[src/rtl/uart_tx_arbiter_if.sv]
`default_nettype none
// =============================================================================
// Module : uart_tx_arbiter_if
// Brief  : Requester byte streams and the UART transmitter handshake for the
//          shared-transmitter arbiter, bundled as one port.
// Rev    : 1.0  initial release
// =============================================================================
interface uart_tx_arbiter_if #(
    parameter int NUM_REQ = 4
);
    logic [NUM_REQ-1:0]   req_valid;
    logic [8*NUM_REQ-1:0] req_data;
    logic [NUM_REQ-1:0]   req_last;
    logic [NUM_REQ-1:0]   req_ready;
    logic [7:0]           tx_data;
    logic                 tx_send;
    logic                 tx_done;
    logic [2:0]           grant_id;
    logic                 busy;
    logic                 err_timeout;

    // Master is the environment (byte sources plus transmitter); slave is the arbiter.
    modport master (
        output req_valid, req_data, req_last, tx_done,
        input  req_ready, tx_data, tx_send, grant_id, busy, err_timeout
    );

    modport slave (
        input  req_valid, req_data, req_last, tx_done,
        output req_ready, tx_data, tx_send, grant_id, busy, err_timeout
    );
endinterface
`default_nettype wire

[src/rtl/uart_tx_arbiter.sv]
`default_nettype none
// =============================================================================
// Module : uart_tx_arbiter
// Brief  : Round-robin, message-atomic sharing of one byte UART transmitter.
// Rev    : 1.0  initial release
// =============================================================================
module uart_tx_arbiter #(
    parameter int NUM_REQ     = 4,
    parameter int ACK_TIMEOUT = 16
) (
    input  wire              clk,
    input  wire              reset,
    uart_tx_arbiter_if.slave bus
);

    typedef enum logic [1:0] {
        ST_IDLE      = 2'd0,
        ST_SEND      = 2'd1,
        ST_WAIT_ACK  = 2'd2,
        ST_WAIT_DONE = 2'd3
    } state_t;

    localparam logic [2:0] c_LAST_IDX = 3'(NUM_REQ - 1);
    localparam logic [7:0] c_ACK_LAST = 8'(ACK_TIMEOUT - 1);

    state_t               state_q;
    logic [7:0]           tx_data_q;
    logic                 tx_send_q;
    logic [2:0]           grant_q;
    logic                 lock_q;
    logic                 last_q;
    logic [2:0]           rr_q;
    logic [7:0]           cnt_q;
    logic                 err_q;

    logic                 w_sel_valid;
    logic [2:0]           w_sel_idx;
    logic [7:0]           w_sel_byte;
    logic                 w_sel_last;
    logic [NUM_REQ-1:0]   w_ready;
    logic [2:0]           w_rr_next;

    // A message owner keeps the grant; otherwise search upward from rr, wrapping.
    always_comb begin : p_select
        logic [3:0] pos;
        w_sel_valid = 1'b0;
        w_sel_idx   = '0;
        pos         = '0;
        if (state_q == ST_IDLE && bus.tx_done) begin
            if (lock_q) begin
                for (int i = 0; i < NUM_REQ; i++) begin
                    if (grant_q == 3'(i) && bus.req_valid[i]) begin
                        w_sel_valid = 1'b1;
                        w_sel_idx   = 3'(i);
                    end
                end
            end else begin
                for (int k = 0; k < NUM_REQ; k++) begin
                    pos = {1'b0, rr_q} + 4'(k);
                    if (pos >= 4'(NUM_REQ)) begin
                        pos = pos - 4'(NUM_REQ);
                    end
                    for (int i = 0; i < NUM_REQ; i++) begin
                        if (!w_sel_valid && pos[2:0] == 3'(i) && bus.req_valid[i]) begin
                            w_sel_valid = 1'b1;
                            w_sel_idx   = 3'(i);
                        end
                    end
                end
            end
        end
    end

    always_comb begin : p_mux
        w_sel_byte = '0;
        w_sel_last = 1'b0;
        w_ready    = '0;
        for (int i = 0; i < NUM_REQ; i++) begin
            if (w_sel_idx == 3'(i)) begin
                w_sel_byte = bus.req_data[8*i +: 8];
                w_sel_last = bus.req_last[i];
            end
            w_ready[i] = w_sel_valid && (w_sel_idx == 3'(i));
        end
    end

    assign w_rr_next = (grant_q == c_LAST_IDX) ? 3'd0 : grant_q + 3'd1;

    always_ff @(posedge clk) begin
        if (reset) begin
            state_q   <= ST_IDLE;
            tx_data_q <= 8'h00;
            tx_send_q <= 1'b0;
            grant_q   <= 3'd0;
            lock_q    <= 1'b0;
            last_q    <= 1'b0;
            rr_q      <= 3'd0;
            cnt_q     <= 8'd0;
            err_q     <= 1'b0;
        end else begin
            tx_send_q <= 1'b0;
            case (state_q)
                ST_IDLE: begin
                    if (w_sel_valid) begin
                        tx_data_q <= w_sel_byte;
                        grant_q   <= w_sel_idx;
                        lock_q    <= ~w_sel_last;
                        last_q    <= w_sel_last;
                        tx_send_q <= 1'b1;
                        state_q   <= ST_SEND;
                    end
                end
                ST_SEND: begin
                    cnt_q   <= 8'd0;
                    state_q <= ST_WAIT_ACK;
                end
                ST_WAIT_ACK: begin
                    if (!bus.tx_done) begin
                        state_q <= ST_WAIT_DONE;
                    end else if (cnt_q == c_ACK_LAST) begin
                        // Transmitter never took the byte: drop it and free the channel.
                        err_q   <= 1'b1;
                        lock_q  <= 1'b0;
                        rr_q    <= w_rr_next;
                        state_q <= ST_IDLE;
                    end else begin
                        cnt_q <= cnt_q + 8'd1;
                    end
                end
                ST_WAIT_DONE: begin
                    if (bus.tx_done) begin
                        state_q <= ST_IDLE;
                        if (last_q) begin
                            lock_q <= 1'b0;
                            rr_q   <= w_rr_next;
                        end
                    end
                end
                default: state_q <= ST_IDLE;
            endcase
        end
    end

    assign bus.req_ready   = w_ready;
    assign bus.tx_data     = tx_data_q;
    assign bus.tx_send     = tx_send_q;
    assign bus.grant_id    = grant_q;
    assign bus.busy        = lock_q | (state_q != ST_IDLE);
    assign bus.err_timeout = err_q;

endmodule
`default_nettype wire
[src/flat_wrapper.sv]
// flat-port wrapper written by rule: the top's interface ports become plain ports
module uart_tx_arbiter_flat 
#(
    parameter int NUM_REQ     = 4,
    parameter int ACK_TIMEOUT = 16
)
  (clk, reset, bus_req_valid, bus_req_data, bus_req_last, bus_tx_done, bus_req_ready, bus_tx_data, bus_tx_send, bus_grant_id, bus_busy, bus_err_timeout);
  uart_tx_arbiter_if #(.NUM_REQ(NUM_REQ)) bus_i ();
  input  wire clk;
  input  wire reset;
  input wire logic [$bits(bus_i.req_valid)-1:0] bus_req_valid;
  input wire logic [$bits(bus_i.req_data)-1:0] bus_req_data;
  input wire logic [$bits(bus_i.req_last)-1:0] bus_req_last;
  input wire logic [$bits(bus_i.tx_done)-1:0] bus_tx_done;
  output wire logic [$bits(bus_i.req_ready)-1:0] bus_req_ready;
  output wire logic [$bits(bus_i.tx_data)-1:0] bus_tx_data;
  output wire logic [$bits(bus_i.tx_send)-1:0] bus_tx_send;
  output wire logic [$bits(bus_i.grant_id)-1:0] bus_grant_id;
  output wire logic [$bits(bus_i.busy)-1:0] bus_busy;
  output wire logic [$bits(bus_i.err_timeout)-1:0] bus_err_timeout;
  assign bus_i.req_valid = bus_req_valid;
  assign bus_i.req_data = bus_req_data;
  assign bus_i.req_last = bus_req_last;
  assign bus_i.tx_done = bus_tx_done;
  assign bus_req_ready = bus_i.req_ready;
  assign bus_tx_data = bus_i.tx_data;
  assign bus_tx_send = bus_i.tx_send;
  assign bus_grant_id = bus_i.grant_id;
  assign bus_busy = bus_i.busy;
  assign bus_err_timeout = bus_i.err_timeout;
  uart_tx_arbiter #(.NUM_REQ(NUM_REQ), .ACK_TIMEOUT(ACK_TIMEOUT)) u_core (.clk(clk), .reset(reset), .bus(bus_i));
endmodule
[config.mk]
export PLATFORM = sky130hd
export DESIGN_NAME = uart_tx_arbiter_flat
export DESIGN_NICKNAME = d
export VERILOG_FILES = /design/src/rtl/uart_tx_arbiter_if.sv /design/src/rtl/uart_tx_arbiter.sv /design/src/flat_wrapper.sv
export SDC_FILE = /design/constraint.sdc
export NUM_CORES = 1
export LEC_CHECK = 0
export ABC_AREA = 1
export BUFFER_PORTS_ARGS = -buffer_cell sky130_fd_sc_hd__buf_2
export CAP_MARGIN = 20
export CELL_PAD_IN_SITES_DETAIL_PLACEMENT = 1
export CELL_PAD_IN_SITES_GLOBAL_PLACEMENT = 2
export CORE_MARGIN = 2
export CORE_UTILIZATION = 27
export DETAILED_ROUTE_END_ITERATION = 8
export PLACE_DENSITY = 0.85
export SLEW_MARGIN = 40
export SYNTH_ARGS = -nofsm -noshare
export SYNTH_HDL_FRONTEND = slang
export SYNTH_SLANG_ARGS = --single-unit
export TNS_END_PERCENT = 30
[constraint.sdc]
create_clock -name clk -period 5 [get_ports clk]
set_clock_uncertainty 0.05 [all_clocks]
set_input_delay 1 -clock clk [delete_from_list [all_inputs] [get_ports clk]]
set_output_delay 1 -clock clk [all_outputs]
set_load 0.03 [all_outputs]
==> results.yml, run 1 <==
cts:
  clk_path_buf_depth: 2
  postCtsResizedCells: 0
  cts_num_sinks: 26
  cts_hold_buffers: 0
  cts_root_buffer: "clkbuf_8"
  postCtsSetupBuffers: 0
  cts_tree: "done"
  insertion_delay_ns: 0.28
  path_clk_slew_ns: 0.09
  ctsHtreeMaxLevel: 1
  numCtsBuffers: 3
logic_synthesis:
  ys_types: 33
  yosysWarnings: 0
  synth.cell_area_sq_um: 1740
  synthCells: 266
  seq_area_frac_synth_pct: 29.9
  synth-seq-cells: 26
  synth_nets: 314
  syn_area_per_cell_sq_um: 6.55
die:
  pin_count: 61
  die-area_sq_um: 7110
  core_sq_um: 6280
  rows: 29
  die_y_um: 84.3
  start_util_pct: 27.7
  die_w_um: 84.3
power_and_ir_drop:
  p_leak_nw: 1.09
  peakVddDrop_uv: 172
  power_w: 0.00104
  p_per_area_nw_per_um2: 479
hold_path:
  hold_class: "reg -> reg"
timing:
  hold_violations: 0
  period_share_pct: 83.1
  max_clock_freq_ghz: 0.241
  min_period_ns: 4.16
  grt_setup_unrepaired: "false"
  setup-tns-final_ns: 0
  hold_slack_ns: 0.431
  worst_slack_ns: 0.844
  finalSetupViolations: 0
  drv_slew: 0
critical_path:
  cp-start-kind: "primary input"
  cp_max_fo: 18
  critical_path_class: "in -> out"
  cp.required_ns: 3.95
  cp.arrival_ns: 3.11
  cp-end-kind: "output pin"
layout:
  nets: 374
  syn_to_final_growth_pct: 25.0
  diodes: 0
  drive_gt1_share_pct: 25.5
  layout_commonest_cell: "buf_2"
  design_area_sq_um: 2180
  most-common-layout-cells: "buf_2, nand2_1, nor2_1"
drt:
  drt-initial-drc-count: 32
  post_drt_wl_per_cell_um: 13.2
  drt-total-wl_um: 5290
  drc: 0
  vias: 1920
  ant_nets: 0
  firstDrtPassIters: 4
  vias_per_cell: 4.78
placement:
  dp_hpwl_um: 4340
  dpl_worst_slack_ns: 0.854
  post_dp_cell_area_sq_um: 2110
  port_buffers: 59
  place_congestion: 0.791
global_routing:
  grt_pass1_vias: 1873
  grt_util_all_layers_pct: 15.1
  antenna_found_initial: 0
  grt_max_degree: 19
  grt_overflow: 0
  grt_pass1_wl_um: 8850
status:
  status: "finished, final reports clean"
run:
  max-cap-violations: 0
==> state kept, by name, indices dropped and copies added, names as in the netlist <==
name and cells:
u_core.bus.err_timeout 1, u_core.cnt_q 8, u_core.state_q 2, u_core.bus.grant_id 2, u_core.lock_q 1, u_core.bus.tx_data 8
u_core.rr_q 2, u_core.bus.tx_send 1, u_core.last_q 1
==> cells by family (layout without fill, tap and decap cells) <==
family / count (synthesis) / in the layout / share of synthesized area, %
AOI/OAI and AO/OA: 55 / 55 / 17.5
and+or+nand+nor: 136 / 136 / 38.4
DFF: 26 / 26 / 29.9
buffers and inverters: 43 / 102 / 10.4
other: 1 / 1 / 0.215
adders and majority gates: 5 / 5 / 3.59
==> cells in the mapped netlist <==
library cell / number / share of area [%]
nand2_1: 50 / 11
nor2_1: 41 / 8.8
inv_1: 34 / 7.3
a21oi_1: 31 / 8.9
dfxtp_1: 26 / 30
nand3_1: 16 / 4.6
o21ai_0: 14 / 4.0
nand4_1: 8 / 2.9
ha_1: 5 / 3.6
o221ai_1: 4 / 2.0
inv_2: 3 / 0.65
nand4_2: 3 / 2.2
nor3_1: 3 / 0.86
and3_1: 2 / 0.72
buf_6: 2 / 1.3
nand2_2: 2 / 0.72
nand3_2: 2 / 1.1
nor2_2: 2 / 0.72
nor2_4: 2 / 1.3
nor4_1: 2 / 0.72
o21ai_1: 2 / 0.57
a211oi_1: 1 / 0.43
a21oi_2: 1 / 0.50
a41oi_1: 1 / 0.50
buf_1: 1 / 0.22
buf_2: 1 / 0.29
buf_4: 1 / 0.43
clkbuf_1: 1 / 0.22
conb_1: 1 / 0.22
nand2_4: 1 / 0.65
nand4_4: 1 / 1.2
nor2_8: 1 / 1.1
o311ai_0: 1 / 0.50
==> final timing paths <==
kind         slack (ns)  cells past startpoint                  start                     to
min                0.43                      2  u_core.bus.tx_data[3]  u_core.bus.tx_data[3]
max                0.84                     16       bus_req_valid[3]       bus_req_ready[2]
max reg2reg        2.25                     18         u_core.rr_q[0]  u_core.bus.tx_data[3]
min reg2reg        0.43                      2  u_core.bus.tx_data[3]  u_core.bus.tx_data[3]
==> worst max-delay path: stages <==
cell     delay [ns]
buf_2          0.11
inv_1          0.13
nor2_1         0.09
nor2_2         0.14
nand4_2        0.13
nor2_4         0.16
nand4_4        0.12
nor2_4         0.13
nand4_2        0.12
nand3_1        0.11
nand2_1        0.19
buf_4          0.27
inv_2          0.11
nand2_2        0.06
inv_2          0.06
buf_2          0.19
==> stage by stage <==
stage / utilization (%) / std cells
2_1_floorplan: - / 266
3_3_place_gp: 33.5 / 398
3_5_place_dp: 33.5 / 398
4_1_cts: 34.7 / 402
5_1_grt: 34.7 / 402
6_report: 34.7 / 402
==> report_power, final <==
group          total, W  internal [W]  switching [W]  leakage [nW]
clock network  0.000178      0.000107      0.0000702        0.0357
registers      0.000289      0.000255      0.0000341         0.212
logic          0.000575      0.000175       0.000400         0.838
==> per-layer routing <==
| layer | share of wire, % | vias up | track usage, % |
|---|---|---|---|
| li1 | - | 1001 | - |
| met1 | 48 | 892 | 20.2 |
| met2 | 48 | 22 | 26.0 |
| met3 | 2.4 | 5 | 1.18 |
| met4 | 1.4 | 0 | 4.40 |
| met5 | 0 | - | 0 |
==> layout make-up <==
cell class                 count  area [sq um]
sequential                    26           520
tap                           77          96.3
clock inverter                 1          30.0
clock buffer                   3          41.3
multi-input combinational    197          1040
fill                         843          4100
inverter                      37           139
timing repair buffer          61           310
Power figures use the tool's default switching activity.
==> run 2, diff against run 1 <==
CORE_UTILIZATION = 25   (was 27)
PLACE_DENSITY = 0.8   (was 0.85)
clock period = 3.9 ns   (was 5 ns; I/O delays follow)
==> results.yml, run 2 (same netlist as run 1, synthesis figures left out) <==
status:
  status: "finished, final reports clean"
die:
  rows: 30
  die-area_sq_um: 7650
  core_sq_um: 6760
  die_y_um: 87.5
  die_w_um: 87.5
  start_util_pct: 25.8
  pin_count: 61
timing:
  finalSetupViolations: 0
  drv_slew: 0
  setup-tns-final_ns: 0
  min_period_ns: 3.58
  period_share_pct: 91.9
  grt_setup_unrepaired: "false"
  hold_violations: 0
  max_clock_freq_ghz: 0.279
cts:
  clk_path_buf_depth: 2
  insertion_delay_ns: 0.28
  cts_num_sinks: 26
  cts_hold_buffers: 0
  cts_tree: "done"
  postCtsSetupBuffers: 0
  numCtsBuffers: 3
  postCtsResizedCells: 0
  ctsHtreeMaxLevel: 1
  path_clk_slew_ns: 0.10
  cts_root_buffer: "clkbuf_8"
drt:
  firstDrtPassIters: 4
  drt-initial-drc-count: 67
  post_drt_wl_per_cell_um: 13.4
  drc: 0
  drt-total-wl_um: 5450
  vias: 1921
  ant_nets: 0
  vias_per_cell: 4.73
run:
  max-cap-violations: 0
layout:
  syn_to_final_growth_pct: 25.6
  diodes: 0
  drive_gt1_share_pct: 25.8
  regArea_sq_um: 520
  multi_input_area_sq_um: 1040
  fillCellCount: 903
  nets: 375
  most-common-layout-cells: "buf_2, nand2_1, nor2_1"
  design_area_sq_um: 2190
  layout_commonest_cell: "buf_2"
power_and_ir_drop:
  p_leak_nw: 1.09
  p_per_area_nw_per_um2: 618
  peakVddDrop_uv: 224
critical_path:
  r2r-end: "u_core.bus.tx_data[6]"
  slowest_delay_ns: 0.22
  worst_path_max_delay_cell: "buf_4"
  cp-end-kind: "output pin"
  cp.required_ns: 3.07
  path_cells: "buf_2 > nand3_1 > nand3_2 > nor2_2 > nand4_2 > nor2_4 > nand4_4 > nor2_4 > nand4_2 > nand3_1 > nand2_1 > buf_4 > nor2_8 > buf_2"
  cp_top_family: "simple AND/OR/NAND/NOR gates"
  reg2reg_slack_ns: 1.24
  critical_path_class: "in -> out"
  cp_max_fo: 8
  worstRegToRegCells: 17
  worst-path-buf-inv: 3
  cp.arrival_ns: 2.75
  cp-start-kind: "primary input"
  r2r_start: "u_core.rr_q[0]"
global_routing:
  met1_usage_pct: 20.0
  grt_pass1_wl_um: 8890
  grt_overflow: 0
  grt_util_all_layers_pct: 14.3
  antenna_found_initial: 0
  grt_pass1_vias: 1942
  gr-usage-met3_pct: 1.14
  grt.busiest_layer: "met2"
  grt_max_degree: 16
  met2_usage_pct: 24.6
placement:
  post_dp_cell_area_sq_um: 2120
  port_buffers: 59
  dp_hpwl_um: 4580
  place_congestion: 0.819
hold_path:
  hold_depth: 2
  hold_class: "reg -> reg"
  min-delay-start: "u_core.bus.err_timeout"
  min_to: "u_core.bus.err_timeout"
-- run 2: cell count changes in the layout (fill, tap and decap cells not counted) --
cell | previous run | this run
buf_4 | 2 | 3
-- run 2: power breakdown --
part           switching (W)  leakage [nW]  internal [W]
clock network      0.0000930        0.0357      0.000138
logic               0.000518         0.843      0.000230
registers          0.0000459         0.212      0.000327
-- run 2: worst reg2reg max path: stages, from the launching register on --
cell and delay, ns:
dfxtp_1 0.42, inv_1 0.11, nand3_1 0.12, nand3_2 0.10, nor2_2 0.12, nand4_2 0.13, nor2_4 0.15, nand4_4 0.12
nor2_4 0.14, nand4_2 0.13, nand3_1 0.12, nand2_1 0.14, buf_4 0.22, buf_4 0.18, o21ai_1 0.13, nand2_1 0.06
o21ai_1 0.09, a21oi_1 0.08
-- run 2: worst max path at each step --
stage	slack, ns	from	endpoint	cells after the start
after floorplan	0.60	bus_req_valid[2]	bus_req_ready[0]	12
after global placement	0.39	bus_req_valid[2]	bus_req_ready[3]	14
after detailed placement	0.29	bus_req_valid[2]	bus_req_ready[3]	14
after CTS	0.29	bus_req_valid[2]	bus_req_ready[3]	14
after global routing	0.09	bus_req_valid[2]	bus_req_ready[3]	14
final	0.32	bus_req_valid[2]	bus_req_ready[3]	14
-- run 2: stage by stage --
step / hold WS (ns) / total power (W) / worst slack, ns / util (%) / std cells
6_report: 0.436 / 0.00135 / 0.315 / 32.4 / 406
5_1_grt: 0.462 / 0.00147 / 0.0932 / 32.4 / 406
4_1_cts: 0.444 / 0.00137 / 0.292 / 32.4 / 406
3_5_place_dp: 0.420 / 0.00113 / 0.294 / 31.3 / 402
3_3_place_gp: 0.401 / 0.00113 / 0.386 / 31.3 / 402
2_1_floorplan: 0.396 / 0.000924 / 0.603 / - / 266
-- run 2: area by class of cell --
| class | count | area share, % |
|---|---|---|
| Clock buffer | 3 | 1.89 |
| Clock inverter | 1 | 1.37 |
| Inverter | 37 | 6.35 |
| Multi-Input combinational cell | 197 | 47.5 |
| Sequential cell | 26 | 23.8 |
| Tap cell | 80 | 4.57 |
| Timing Repair Buffer | 62 | 14.5 |
-- run 2: layer usage --
layer | share of wire, % | routed length [um]
met5 | 0 | 0
met4 | 0.46 | 25
met3 | 2.1 | 112
met2 | 50 | 2700
met1 | 48 | 2610
